## src/rtl/bram_heap_pkg.sv

```systemverilog
// Shared types for the BRAM-backed heap priority queue.
//   state_t : sequencer states (idle, last-entry fetch, sift-up and sift-down read/write)
//   op_t    : decoded request kind
package bram_heap_pkg;

  typedef enum logic [2:0] {
    IDLE,
    FETCH,
    UP_RD,
    UP_WR,
    DN_RD,
    DN_WR
  } state_t;

  typedef enum logic [1:0] {
    OP_ENQ,
    OP_DEQ,
    OP_REP
  } op_t;

endpackage

```

## src/rtl/bram_heap_tdp_ram.sv

```systemverilog
// True dual-port RAM with 1-cycle synchronous read; port A is write-first.
// Contents are not reset.
//   clk                        : clock
//   a_en/a_we/a_addr/a_wdata   : port A enable, write enable, address, write data
//   a_rdata                    : port A registered read data
//   b_en/b_we/b_addr/b_wdata   : port B enable, write enable, address, write data
//   b_rdata                    : port B registered read data
module bram_heap_tdp_ram #(
  parameter int DEPTH = 15,
  parameter int AW    = 4,
  parameter int DW    = 24
) (
  input  logic          clk,
  input  logic          a_en,
  input  logic          a_we,
  input  logic [AW-1:0] a_addr,
  input  logic [DW-1:0] a_wdata,
  output logic [DW-1:0] a_rdata,
  input  logic          b_en,
  input  logic          b_we,
  input  logic [AW-1:0] b_addr,
  input  logic [DW-1:0] b_wdata,
  output logic [DW-1:0] b_rdata
);

  logic [DW-1:0] mem [DEPTH];

  always_ff @(posedge clk) begin
    if (a_en) begin
      if (a_we) begin
        mem[a_addr] <= a_wdata;
        a_rdata     <= a_wdata;
      end else begin
        a_rdata <= mem[a_addr];
      end
    end
    if (b_en) begin
      if (b_we) begin
        mem[b_addr] <= b_wdata;
      end
      b_rdata <= mem[b_addr];
    end
  end

endmodule

```

## src/rtl/bram_heap_pq.sv

```systemverilog
// Binary-heap priority queue stored in a dual-port BRAM, root mirrored in a
// shadow register so the best entry is visible without a RAM read.
//   CLK, RST            : clock, asynchronous active-high reset
//   i_wrt, i_read       : request (wrt=enqueue, read=dequeue, both=replace root)
//   i_key, i_payload    : entry for enqueue/replace
//   o_ready             : idle, request accepted this cycle
//   o_full, o_empty     : occupancy flags
//   o_key, o_payload    : current root (0 when empty)
//   o_size              : entry count
module bram_heap_pq
  import bram_heap_pkg::*;
#(
  parameter int QUEUE_SIZE    = 15,
  parameter int KEY_WIDTH     = 16,
  parameter int PAYLOAD_WIDTH = 8,
  parameter int MAX_HEAP      = 1
) (
  input  logic                         CLK,
  input  logic                         RST,
  input  logic                         i_wrt,
  input  logic                         i_read,
  input  logic [KEY_WIDTH-1:0]         i_key,
  input  logic [PAYLOAD_WIDTH-1:0]     i_payload,
  output logic                         o_ready,
  output logic                         o_full,
  output logic                         o_empty,
  output logic [KEY_WIDTH-1:0]         o_key,
  output logic [PAYLOAD_WIDTH-1:0]     o_payload,
  output logic [$clog2(QUEUE_SIZE):0]  o_size
);

  localparam int AW = $clog2(QUEUE_SIZE);
  localparam int EW = KEY_WIDTH + PAYLOAD_WIDTH;
  localparam int IW = AW + 2;
  localparam logic [AW:0] FULL_CNT = (AW+1)'(QUEUE_SIZE);

  state_t        state_q, state_d;
  logic [AW:0]   size_q, size_d;
  logic [AW-1:0] hole_q, hole_d;
  logic [EW-1:0] mov_q, mov_d;
  logic [EW-1:0] root_q, root_d;
  logic          fetch_q, fetch_d;

  logic          a_en, a_we, b_en;
  logic [AW-1:0] a_addr, b_addr;
  logic [EW-1:0] a_wdata, a_rdata, b_rdata;

  op_t           op;
  logic [IW-1:0] left_idx, right_idx, size_ext;
  logic          l_valid, r_valid, r_better;
  logic [EW-1:0] best_data;
  logic [AW-1:0] best_idx, parent_idx;

  function automatic logic [KEY_WIDTH-1:0] key_of(input logic [EW-1:0] e);
    return e[EW-1:PAYLOAD_WIDTH];
  endfunction

  // Strict: equal keys never beat each other, so ties never move an entry.
  function automatic logic beats(input logic [KEY_WIDTH-1:0] a,
                                 input logic [KEY_WIDTH-1:0] b);
    if (MAX_HEAP != 0) return a > b;
    else               return a < b;
  endfunction

  bram_heap_tdp_ram #(
    .DEPTH (QUEUE_SIZE),
    .AW    (AW),
    .DW    (EW)
  ) bram_inst (
    .clk     (CLK),
    .a_en    (a_en),
    .a_we    (a_we),
    .a_addr  (a_addr),
    .a_wdata (a_wdata),
    .a_rdata (a_rdata),
    .b_en    (b_en),
    .b_we    (1'b0),
    .b_addr  (b_addr),
    .b_wdata ('0),
    .b_rdata (b_rdata)
  );

  always_comb begin
    if (i_wrt && i_read) op = OP_REP;
    else if (i_wrt)      op = OP_ENQ;
    else                 op = OP_DEQ;

    left_idx   = {1'b0, hole_q, 1'b1};
    right_idx  = left_idx + IW'(1);
    size_ext   = {1'b0, size_q};
    l_valid    = left_idx < size_ext;
    r_valid    = right_idx < size_ext;
    // Left child wins ties between siblings.
    r_better   = r_valid && beats(key_of(b_rdata), key_of(a_rdata));
    best_data  = r_better ? b_rdata : a_rdata;
    best_idx   = r_better ? right_idx[AW-1:0] : left_idx[AW-1:0];
    parent_idx = (hole_q - AW'(1)) >> 1;

    state_d = state_q;
    size_d  = size_q;
    hole_d  = hole_q;
    mov_d   = mov_q;
    root_d  = root_q;
    fetch_d = fetch_q;
    a_en    = 1'b0;
    a_we    = 1'b0;
    a_addr  = '0;
    a_wdata = mov_q;
    b_en    = 1'b0;
    b_addr  = '0;

    case (state_q)
      IDLE: begin
        if (i_wrt || i_read) begin
          case (op)
            OP_DEQ: begin
              if (size_q != '0) begin
                size_d = size_q - (AW+1)'(1);
                hole_d = '0;
                if (size_q == (AW+1)'(1)) root_d = '0;
                else                      state_d = FETCH;
              end
            end
            default: begin
              if (op == OP_REP && size_q != '0) begin
                mov_d   = {i_key, i_payload};
                hole_d  = '0;
                fetch_d = 1'b0;
                state_d = DN_RD;
              end else if (size_q != FULL_CNT) begin
                // Enqueue, or replace on an empty queue.
                mov_d   = {i_key, i_payload};
                hole_d  = size_q[AW-1:0];
                size_d  = size_q + (AW+1)'(1);
                state_d = UP_RD;
              end
            end
          endcase
        end
      end
      FETCH: begin
        // size_q already holds the decremented count, i.e. the last index.
        a_en    = 1'b1;
        a_addr  = size_q[AW-1:0];
        fetch_d = 1'b1;
        state_d = DN_RD;
      end
      UP_RD: begin
        a_en = 1'b1;
        if (hole_q == '0) begin
          a_we    = 1'b1;
          state_d = IDLE;
        end else begin
          a_addr  = parent_idx;
          state_d = UP_WR;
        end
      end
      UP_WR: begin
        a_en   = 1'b1;
        a_we   = 1'b1;
        a_addr = hole_q;
        if (beats(key_of(mov_q), key_of(a_rdata))) begin
          a_wdata = a_rdata;
          hole_d  = parent_idx;
          state_d = UP_RD;
        end else begin
          state_d = IDLE;
        end
      end
      DN_RD: begin
        // Port A still holds the last entry read during FETCH.
        if (fetch_q) mov_d = a_rdata;
        fetch_d = 1'b0;
        a_en    = l_valid;
        a_addr  = l_valid ? left_idx[AW-1:0] : '0;
        b_en    = r_valid;
        b_addr  = r_valid ? right_idx[AW-1:0] : '0;
        state_d = DN_WR;
      end
      DN_WR: begin
        a_en   = 1'b1;
        a_we   = 1'b1;
        a_addr = hole_q;
        if (l_valid && beats(key_of(best_data), key_of(mov_q))) begin
          a_wdata = best_data;
          hole_d  = best_idx;
          state_d = DN_RD;
        end else begin
          state_d = IDLE;
        end
      end
      default: state_d = IDLE;
    endcase

    if (a_we && a_addr == '0) root_d = a_wdata;
  end

  always_ff @(posedge CLK or posedge RST) begin
    if (RST) begin
      state_q <= IDLE;
      size_q  <= '0;
      hole_q  <= '0;
      mov_q   <= '0;
      root_q  <= '0;
      fetch_q <= 1'b0;
    end else begin
      state_q <= state_d;
      size_q  <= size_d;
      hole_q  <= hole_d;
      mov_q   <= mov_d;
      root_q  <= root_d;
      fetch_q <= fetch_d;
    end
  end

  assign o_ready   = (state_q == IDLE);
  assign o_full    = (size_q == FULL_CNT);
  assign o_empty   = (size_q == '0);
  assign o_size    = size_q;
  assign o_key     = root_q[EW-1:PAYLOAD_WIDTH];
  assign o_payload = root_q[PAYLOAD_WIDTH-1:0];

endmodule
```

## config.mk

```make
export PLATFORM = sky130hd
export DESIGN_NAME = bram_heap_pq
export DESIGN_NICKNAME = d
export VERILOG_FILES = /design/src/rtl/bram_heap_pkg.sv /design/src/rtl/bram_heap_tdp_ram.sv /design/src/rtl/bram_heap_pq.sv
export SDC_FILE = /design/constraint.sdc
export NUM_CORES = 1
export LEC_CHECK = 0
export BUFFER_PORTS_ARGS = -buffer_cell sky130_fd_sc_hd__buf_2
export CORE_ASPECT_RATIO = 0.9
export CORE_MARGIN = 2
export CORE_UTILIZATION = 40
export CTS_CLUSTER_DIAMETER = 80
export DETAILED_ROUTE_END_ITERATION = 16
export HOLD_SLACK_MARGIN = 0.03
export PLACE_DENSITY = 0.67
export SKIP_CTS_REPAIR_TIMING = 1
export SLEW_MARGIN = 10
export SYNTH_ARGS = -nofsm -noshare
export SYNTH_HDL_FRONTEND = slang
export SYNTH_SLANG_ARGS = --single-unit
export TNS_END_PERCENT = 30
```

## constraint.sdc

```tcl
create_clock -name CLK -period 7.5 [get_ports CLK]
set_input_delay 1.125 -clock CLK [delete_from_list [all_inputs] [get_ports CLK]]
set_output_delay 1.125 -clock CLK [all_outputs]
set_load 0.005 [all_outputs]
```

* Word level (Yosys, flattened, before mapping)
Memory sizes are Yosys's and may differ from the RTL's. A register that Yosys moved wholly into a read port is not among the register bits. Cells that the tools add are included. W data, S select, Z words.
Operators by class: add/subtract/negate cells 4, order comparisons 5, mux-type cells 59, reductions and logical operators 28, equality and inequality tests 22
Operators by type and width (count):
- $mux W24 | 14
- $pmux W24 S2 | 2
- $gt A16 B16 Y1 | 3
- $mux W4 | 11
- $mux W3 | 8
- $mux W5 | 4
- $pmux W3 S6 | 1
- $pmux W4 S4 | 1
- $reduce_and A5 Y1 | 3
- $reduce_bool A2 Y1 | 7
- $pmux W4 S3 | 1
- $mux W1 | 11
- $ne A2 B2 Y1 const B | 5
- $logic_not A4 Y1 | 2
- $reduce_and A4 Y1 | 2
- $add A5 B1 Y6 const B | 1
- $eq A3 B2 Y1 const B | 2
- $eq A3 B3 Y1 const B | 2
- $lt A6 B5 Y1 | 1
- $mux W2 | 3
- $ne A2 B1 Y1 const B | 3
- $ne A3 B3 Y1 const B | 2
- $reduce_and A6 Y1 | 1
- $reduce_bool A3 Y1 | 2
- 21 further kinds | 26
Word-level totals: bits in writable memories 360, output and inout bits 32, memories kept 1, flip-flop bits (word level) 61
Memories:
- bram_inst.mem | words 15, bits a word 24, read ports 2, clocked after Yosys merged registers in 2, write ports 1, line bram_heap_tdp_ram.sv:26 | logic [DW-1:0] mem [DEPTH];

* Longest topological paths before layout
Gate-level depths: netlist (run 1).
depth after elaboration 10, gate-level depth with buffers 23

* By module
A second synthesis (run 1) with hierarchy kept.
Second synthesis, totals: cells, all modules 2159, area total of the unflattened synthesis 28899.0 µm²
By module, submodules not included:
- bram_heap_tdp_ram | area an instance 23109.7 µm², times used 1, cells each 1477
- bram_heap_pq | area an instance 5789.3 µm², times used 1, cells each 682

* Least setup slack after synthesis (run 1)
OpenSTA, ideal clock, no wires.
path kind register to register, start register hole_q[0], end memory bram_inst.mem[0][19] (data pin), period minus slack after synthesis 5.458 ns, arrival 5.139 ns, path slack 2.042 ns, buffers on the path 5, stages on the path, launching flop included 22, data required time 7.180 ns, path through dfrtp_1 buf_2 inv_2 buf_1 ha_1 ha_1 o21ai_0 a21oi_1 or2_2 nor2_1 clkbuf_1 o21ai_0 ha_1 nand4_1 or2_2 nor4_2 or3_1 buf_2 nor4_2 buf_2 a22oi_1 nand2_1
On the way: cells in the longest elaborated chain, start to end 9, elaborated cells between the ends (all ways) 10, those cells by class 1 x add/sub; 3 x order compare; 4 x mux; 2 x reduce/logical
RTL lines:
- from (decl) | line bram_heap_pq.sv:39 | logic [AW-1:0] hole_q, hole_d;
- from (signal assigned) | line bram_heap_pq.sv:209 | hole_q <= hole_d;
- $add A5 B1 Y6 | line bram_heap_pq.sv:89 | right_idx = left_idx + IW'(1);
- $lt A6 B5 Y1 | line bram_heap_pq.sv:92 | r_valid = right_idx < size_ext;
- $logic_and A1 B1 Y1 | line bram_heap_pq.sv:94 | r_better = r_valid && beats(key_of(b_rdata), key_of(a_rdata));
- $mux W24 | line bram_heap_pq.sv:95 | best_data = r_better ? b_rdata : a_rdata;
- $gt A16 B16 Y1 | line bram_heap_pq.sv:61 | if (MAX_HEAP != 0) return a > b;
- $mux W1 | line bram_heap_pq.sv:112 | case (state_q)
- $logic_and A1 B1 Y1 | line bram_heap_pq.sv:184 | if (l_valid && beats(key_of(best_data), key_of(mov_q))) begin
- $mux W24 * | line bram_heap_pq.sv:184
- $pmux W24 S2 * | line bram_heap_pq.sv:112
- net a_wdata[19] | line bram_heap_pq.sv:46 | logic [EW-1:0] a_wdata, a_rdata, b_rdata;
- to (decl) | line bram_heap_tdp_ram.sv:26
The timed path passes the listed nets; every way through them passes the cells marked *. The select of a mux whose other input is x is not followed.

* Worst setup path in the final report (run 1)
start register bram_inst.a_rdata[21] (read register of bram_inst.mem), end memory bram_inst.mem[1][22] (data pin)
On the way: cells in the longest elaborated chain, start to end 8, elaborated cells between the ends (all ways) 11, those cells by class 3 x order compare; 6 x mux; 2 x reduce/logical
RTL lines:
- from (decl) | line bram_heap_tdp_ram.sv:18 | output logic [DW-1:0] a_rdata,
- $gt A16 B16 Y1 | line bram_heap_pq.sv:61
- $logic_and A1 B1 Y1 | line bram_heap_pq.sv:94
- $mux W24 | line bram_heap_pq.sv:95
- $gt A16 B16 Y1 | line bram_heap_pq.sv:61
- $mux W1 | line bram_heap_pq.sv:112
- $logic_and A1 B1 Y1 | line bram_heap_pq.sv:184
- $mux W24 | line bram_heap_pq.sv:184
- $pmux W24 S2 * | line bram_heap_pq.sv:112
- net a_wdata[22] | line bram_heap_pq.sv:46
Marked as above.

==> flow_summary.toml, run 1 <==
[synth]
synthesis.yosys.warnings = 0
yosys.cell_types.count = 75
synth.net_count = 2005
synth.yosys.seq_area_share_pct = 59.7
synth.area.top_cells = "sky130_fd_sc_hd__edfxtp_1 53%, sky130_fd_sc_hd__dfrtp_1 6.6%, sky130_fd_sc_hd__mux2i_1 5.3%"
yosysTopAreaCell = "sky130_fd_sc_hd__edfxtp_1"
netlist_instances = 1913
ys_seq_elements = 469
synth-edff-count = 408
synth.top_cell.area_share_pct = 53.1
synth.avg_cell_area_um2 = 12.1
ys_async_sr_fraction_pct = 13.0
synth_area_um2 = 23100
yosys_most_used_dff = "sky130_fd_sc_hd__edfxtp_1"

[placed_design]
port_buffer_count = 59
gp_congestion = 0.966
detailedPlace.worstSlack_ps = 1000
dpl.hpwl_um = 45000

[timing]
final-max-slew-violation-count = 0
holdWs_ps = 516
skew_ps = 18.2
rsz0062_at_grt = "false"
finalSetupViolCount = 0
max_freq_ghz = 0.149
tightest_slew_ps = 1250
relSlewSlack_pct = 16.0
finalWorstSetupSlack_ps = 794
finalHoldViolCount = 0
fin_setup_tns_ps = 0
layout_min_cycle_time_ps = 6710
period_share_pct = 89.4

[routing]
routed_length_per_instance_um = 27.7
num_vias = 17300
detail-route-antenna-nets = 0
detailedRoute.firstIterationViolations = 2407
routed_wirelength_um = 76000
remaining_drc_errors = 0
viasPerCell = 6.31
detail_route.first_pass.iterations = 5

[floorplanning]
die_boundary_width_um = 257
dieArea_um2 = 59600
fp.dieH_um = 232
start_util_pct = 40.5
placementRows = 83
top_level_ports = 60
floorplan.core_area_um2 = 57000

[clock_tree]
cts_tree = "built"
clock_path_buffers = 3
clock_insertion_delay_worst_skew_ps = 610
clockRootBuffer = "sky130_fd_sc_hd__clkbuf_16"
htreeDepth = 2
clock_sink_count = 469
numCtsBuffers = 50
clkTransAtPathRegs_ps = 60

[job]
cap_violations = 0

[worst_setup_path]
worstSetupStartpointType = "register"
classification_of_the_worst_setup_path = "reg2reg"
length_in_cells_of_the_worst_reg_to_reg_path = 19
critical_path.max_fanout = 32
data_arrival_critical_path_ps = 7060
worst_setup_path_end_kind = "register"
critical_path_required_ps = 7850

[global_route]
grt_pass1_vias = 16900
maximum_number_of_pins_on_one_net_before_global_route_repair = 119
first_pass_grt_wire_length_um = 112000
total_congestion_overflow = 0
antenna_violations_before_repair = 3
global_route.usage.total_pct = 25.3

[cells_and_area]
areaGrowthSynthToFinish_pct = 12.4
antenna_cells = 0
layout-drive-gt1-share_pct = 13.1
design.final.nets = 2029
most_frequent_standard_cell_in_the_layout_excluding_fill_and_tap_cells = "sky130_fd_sc_hd__edfxtp_1"
final_cell_mix = "408 x sky130_fd_sc_hd__edfxtp_1, 262 x sky130_fd_sc_hd__nand2_1, 122 x sky130_fd_sc_hd__mux2i_1"

[run_status]
outcome = "complete, no violations"

[min_path]
min_delay_path_depth = 1
worstHoldPathType = "reg2reg"
cell usage after synthesis, types with 5 or more instances:
| library cell | number |
|---|---|
| sky130_fd_sc_hd__edfxtp_1 | 408 |
| sky130_fd_sc_hd__inv_1 | 50 |
| sky130_fd_sc_hd__nor2_1 | 127 |
| sky130_fd_sc_hd__xnor2_1 | 7 |
| sky130_fd_sc_hd__and3_1 | 5 |
| sky130_fd_sc_hd__buf_1 | 12 |
| sky130_fd_sc_hd__nand4_1 | 22 |
| sky130_fd_sc_hd__ha_1 | 64 |
| sky130_fd_sc_hd__a221o_1 | 37 |
| sky130_fd_sc_hd__and2_1 | 22 |
| sky130_fd_sc_hd__a221oi_1 | 24 |
| sky130_fd_sc_hd__a21oi_1 | 113 |
| sky130_fd_sc_hd__o22ai_1 | 25 |
| sky130_fd_sc_hd__a31oi_1 | 53 |
| sky130_fd_sc_hd__a32oi_1 | 24 |
| sky130_fd_sc_hd__nand2_1 | 263 |
| sky130_fd_sc_hd__o2bb2ai_1 | 24 |
| sky130_fd_sc_hd__buf_6 | 7 |
| sky130_fd_sc_hd__buf_4 | 6 |
| sky130_fd_sc_hd__o221ai_1 | 11 |
| sky130_fd_sc_hd__clkbuf_1 | 75 |
| sky130_fd_sc_hd__a211oi_1 | 25 |
| sky130_fd_sc_hd__mux2i_1 | 122 |
| sky130_fd_sc_hd__dfrtp_1 | 61 |
| sky130_fd_sc_hd__a22oi_1 | 13 |
| sky130_fd_sc_hd__nor3_1 | 45 |
| sky130_fd_sc_hd__nor4_1 | 28 |
| sky130_fd_sc_hd__o211ai_1 | 17 |
| sky130_fd_sc_hd__nand3_1 | 9 |
| sky130_fd_sc_hd__mux4_2 | 24 |
| sky130_fd_sc_hd__o21ai_0 | 81 |
| sky130_fd_sc_hd__nor2b_1 | 8 |
| sky130_fd_sc_hd__buf_2 | 33 |
per-stage QoR:
step / area, um2 / util, % / cells
floorplan: 23100 / - / 1913
global placement: 24300 / 42.6 / 2650
detailed placement: 24300 / 42.6 / 2650
CTS: 25900 / 45.5 / 2743
global route: 25900 / 45.5 / 2743
finish: 25900 / 45.5 / 2743
flip-flops by register name (all words and copies together) (netlist names):
signal,flops
bram_inst.a_rdata,24
bram_inst.b_rdata,24
bram_inst.mem,360
fetch_q,1
hole_q,4
mov_q,24
o_size,5
root_q,24
state_q,3
final timing paths:
path                                                        to  slack (ps)                             from
worst min-delay path                    root_q[20]$_DFFE_PP0P_         520           root_q[20]$_DFFE_PP0P_
min in group asynchronous                o_size[4]$_DFFE_PP0P_         770                              RST
worst min register to register          root_q[20]$_DFFE_PP0P_         520           root_q[20]$_DFFE_PP0P_
worst max register to register  bram_inst.mem[1][22]$_DFFE_PP_         790  bram_inst.a_rdata[21]$_DFFE_PP_
max in group asynchronous               root_q[13]$_DFFE_PP0P_        6120                              RST
worst max-delay path            bram_inst.mem[1][22]$_DFFE_PP_         790  bram_inst.a_rdata[21]$_DFFE_PP_
area by class of cell:
cell class              count  area, um2
repair buffers            106        673
well taps                 765        957
fillers                  5113      31100
inverters                  54        204
flip-flops and latches    469      13800
multi-input cells        1256       8660
clock inverters            30        333
clock buffers              63       1340
layer usage:
metal,GRT usage [%],vias up,routed length [um]
met5,0,-,13
met4,9.43,2,2980
met3,6.85,219,9740
met2,39.0,1146,33500
met1,34.3,8503,29800
li1,-,7426,-
worst max-delay path, cell delays in order, from the launching register on:
cell	delay, ps
sky130_fd_sc_hd__edfxtp_1	420
sky130_fd_sc_hd__inv_1	150
sky130_fd_sc_hd__ha_1	270
sky130_fd_sc_hd__nand4_1	200
sky130_fd_sc_hd__nor3_1	90
sky130_fd_sc_hd__a2111o_1	430
sky130_fd_sc_hd__o31ai_1	760
sky130_fd_sc_hd__nor2_2	70
sky130_fd_sc_hd__buf_4	260
sky130_fd_sc_hd__nand2_1	90
sky130_fd_sc_hd__o21ai_0	110
sky130_fd_sc_hd__ha_1	320
sky130_fd_sc_hd__nand4_1	160
sky130_fd_sc_hd__or2_2	350
sky130_fd_sc_hd__nor4_2	270
sky130_fd_sc_hd__buf_4	250
sky130_fd_sc_hd__or3_1	630
sky130_fd_sc_hd__o21a_1	860
sky130_fd_sc_hd__a22oi_1	260
sky130_fd_sc_hd__nand2_1	450
cell families (layout without fill, tap and decap cells):
logic type,Yosys count,count (layout),share of synthesized area (%)
buffers and inverters,188,253,3.57
adder cells (fa/ha/maj),64,64,3.47
XOR/XNOR,9,9,0.342
multiplexers,147,147,7.68
flip-flops,469,469,59.7
AND/OR/NAND/NOR,547,547,10.6
AO/OA/AOI/OAI,489,489,14.7
Power of run 1 is not shown: default switching activity piles up to over one toggle a cycle in this logic, so the estimate is an artifact.
==> run 2, diff against run 1 <==
Settings changed: CTS_CLUSTER_DIAMETER 80 to 100.
Clock period 7.5 ns to 6.95 ns, I/O delays scaled along.
==> run 2 against run 1 <==
Global-route usage fell by 0.83 points. Register-to-register slack got worse by 350 ps. Highest routed layer unchanged. Critical endpoint is now bram_inst.mem[4][0]$_DFFE_PP_. Non-clock buffer count rose by 11.
==> flow_summary.toml, run 2 (synthesized netlist as in run 1, its figures left out) <==
[run_status]
outcome = "complete, no violations"

[clock_tree]
clock_path_buffers = 3
cts_tree = "built"
clock_sink_count = 469
clockRootBuffer = "sky130_fd_sc_hd__clkbuf_16"
htreeDepth = 2
clkTransAtPathRegs_ps = 60
clock_insertion_delay_worst_skew_ps = 600
numCtsBuffers = 50

[min_path]
hold_path.startpoint = "root_q[10]$_DFFE_PP0P_"
worstHoldPathType = "reg2reg"
min_delay_path_depth = 1
whs_endpoint = "root_q[10]$_DFFE_PP0P_"

[floorplanning]
start_util_pct = 40.5
placementRows = 83
fp.dieH_um = 232
floorplan.core_area_um2 = 57000
dieArea_um2 = 59600
top_level_ports = 60
die_boundary_width_um = 257

[routing]
routed_length_per_instance_um = 26.9
viasPerCell = 6.34
routed_wirelength_um = 74200
detailedRoute.firstIterationViolations = 2002
detail-route-antenna-nets = 0
remaining_drc_errors = 0
detail_route.first_pass.iterations = 6
num_vias = 17500

[cells_and_area]
final_cell_mix = "408 x sky130_fd_sc_hd__edfxtp_1, 262 x sky130_fd_sc_hd__nand2_1, 122 x sky130_fd_sc_hd__mux2i_1"
largest_register_ffs = 360
areaGrowthSynthToFinish_pct = 12.2
layout-drive-gt1-share_pct = 12.8
nFillCells = 5117
most_frequent_standard_cell_in_the_layout_excluding_fill_and_tap_cells = "sky130_fd_sc_hd__edfxtp_1"
final-seq-area_um2 = 13800
design.final.nets = 2040
largest-register = "bram_inst.mem"
layout.cells.non_filler = 2753
multi_input_comb_area_um2 = 8650

[timing]
tightest_slew_ps = 1270
max_freq_ghz = 0.154
fin_setup_tns_ps = 0
finalSetupViolCount = 0
layout_min_cycle_time_ps = 6510
final-max-slew-violation-count = 0
finalHoldViolCount = 0
skew_ps = 26.9
relSlewSlack_pct = 15.4
period_share_pct = 93.7
holdWs_ps = 510
finalWorstSetupSlack_ps = 439
rsz0062_at_grt = "false"

[global_route]
global_route.usage.total_pct = 24.5
antenna_violations_before_repair = 5
first_pass_grt_wire_length_um = 109000
total_congestion_overflow = 0
maximum_number_of_pins_on_one_net_before_global_route_repair = 82
grt_pass1_vias = 16700

[placed_design]
numPlacedInstances = 2661
gp_congestion = 0.958
detailedPlace.worstSlack_ps = 644
port_buffer_count = 59
dpl.hpwl_um = 44600

[worst_setup_path]
classification_of_the_worst_setup_path = "reg2reg"
critical_path.max_fanout = 24
critical_path.reg2reg.endpoint = "bram_inst.mem[4][0]$_DFFE_PP_"
worst_setup_path_end_kind = "register"
cp-startpoint = "bram_inst.a_rdata[16]$_DFFE_PP_"
critical_path_required_ps = 7290
worstSetupStartpointType = "register"
length_in_cells_of_the_worst_reg_to_reg_path = 20
timing.reg2reg.setup_slack_ps = 440
r2r_start = "bram_inst.a_rdata[16]$_DFFE_PP_"
data_arrival_critical_path_ps = 6850

[job]
cap_violations = 0
-- run 2: layout make-up --
cell class,instances,area share [%]
Clock buffer,66,5.14
Antenna cell,3,0.0290
Timing Repair Buffer,117,2.87
Sequential cell,469,53.2
Clock inverter,23,0.918
Tap cell,765,3.69
Multi-Input combinational cell,1256,33.4
Inverter,54,0.787
-- run 2: routing by layer --
layer,track usage [%],vias to the layer above,share of wire [%]
met3,6.87,192,13
met1,33.8,8628,40
met2,37.0,1182,44
met4,8.58,6,3.3
met5,0,-,0.055
li1,-,7451,-
-- run 2: worst max-delay path by stage --
stage / slack (ps) / endpoint
6_report: 440 / bram_inst.mem[4][0]$_DFFE_PP_
5_1_grt: 160 / bram_inst.mem[12][0]$_DFFE_PP_
4_1_cts: 610 / bram_inst.mem[14][0]$_DFFE_PP_
3_5_place_dp: 640 / bram_inst.mem[12][0]$_DFFE_PP_
3_3_place_gp: 920 / bram_inst.mem[13][0]$_DFFE_PP_
2_1_floorplan: 1490 / bram_inst.mem[0][19]$_DFFE_PP_
-- run 2: worst max-delay path, stage by stage, from the launching register on --
cell                       delay (ps)
sky130_fd_sc_hd__edfxtp_1         580
sky130_fd_sc_hd__inv_1            140
sky130_fd_sc_hd__ha_1             330
sky130_fd_sc_hd__nand2_1           90
sky130_fd_sc_hd__nor3_1            50
sky130_fd_sc_hd__a2111o_1         440
sky130_fd_sc_hd__o31ai_1          670
sky130_fd_sc_hd__nor2_2           200
sky130_fd_sc_hd__buf_4            270
sky130_fd_sc_hd__nand2_1           80
sky130_fd_sc_hd__o21ai_0           80
sky130_fd_sc_hd__ha_1             330
sky130_fd_sc_hd__nand4_1          140
sky130_fd_sc_hd__or2_2            320
sky130_fd_sc_hd__nor4_2           280
sky130_fd_sc_hd__buf_4            250
sky130_fd_sc_hd__or3_1            280
sky130_fd_sc_hd__buf_4            260
sky130_fd_sc_hd__o21a_1           700
sky130_fd_sc_hd__a22oi_1          310
sky130_fd_sc_hd__nand2_1          440
-- run 2: stage by stage --
stage               cell area [um2]  utilization, %
floorplan                     23100               -
global placement              24300            42.7
detailed placement            24300            42.7
CTS                           25900            45.4
global route                  25900            45.4
finish                        25900            45.4
Power of run 2 is left out for the same reason.
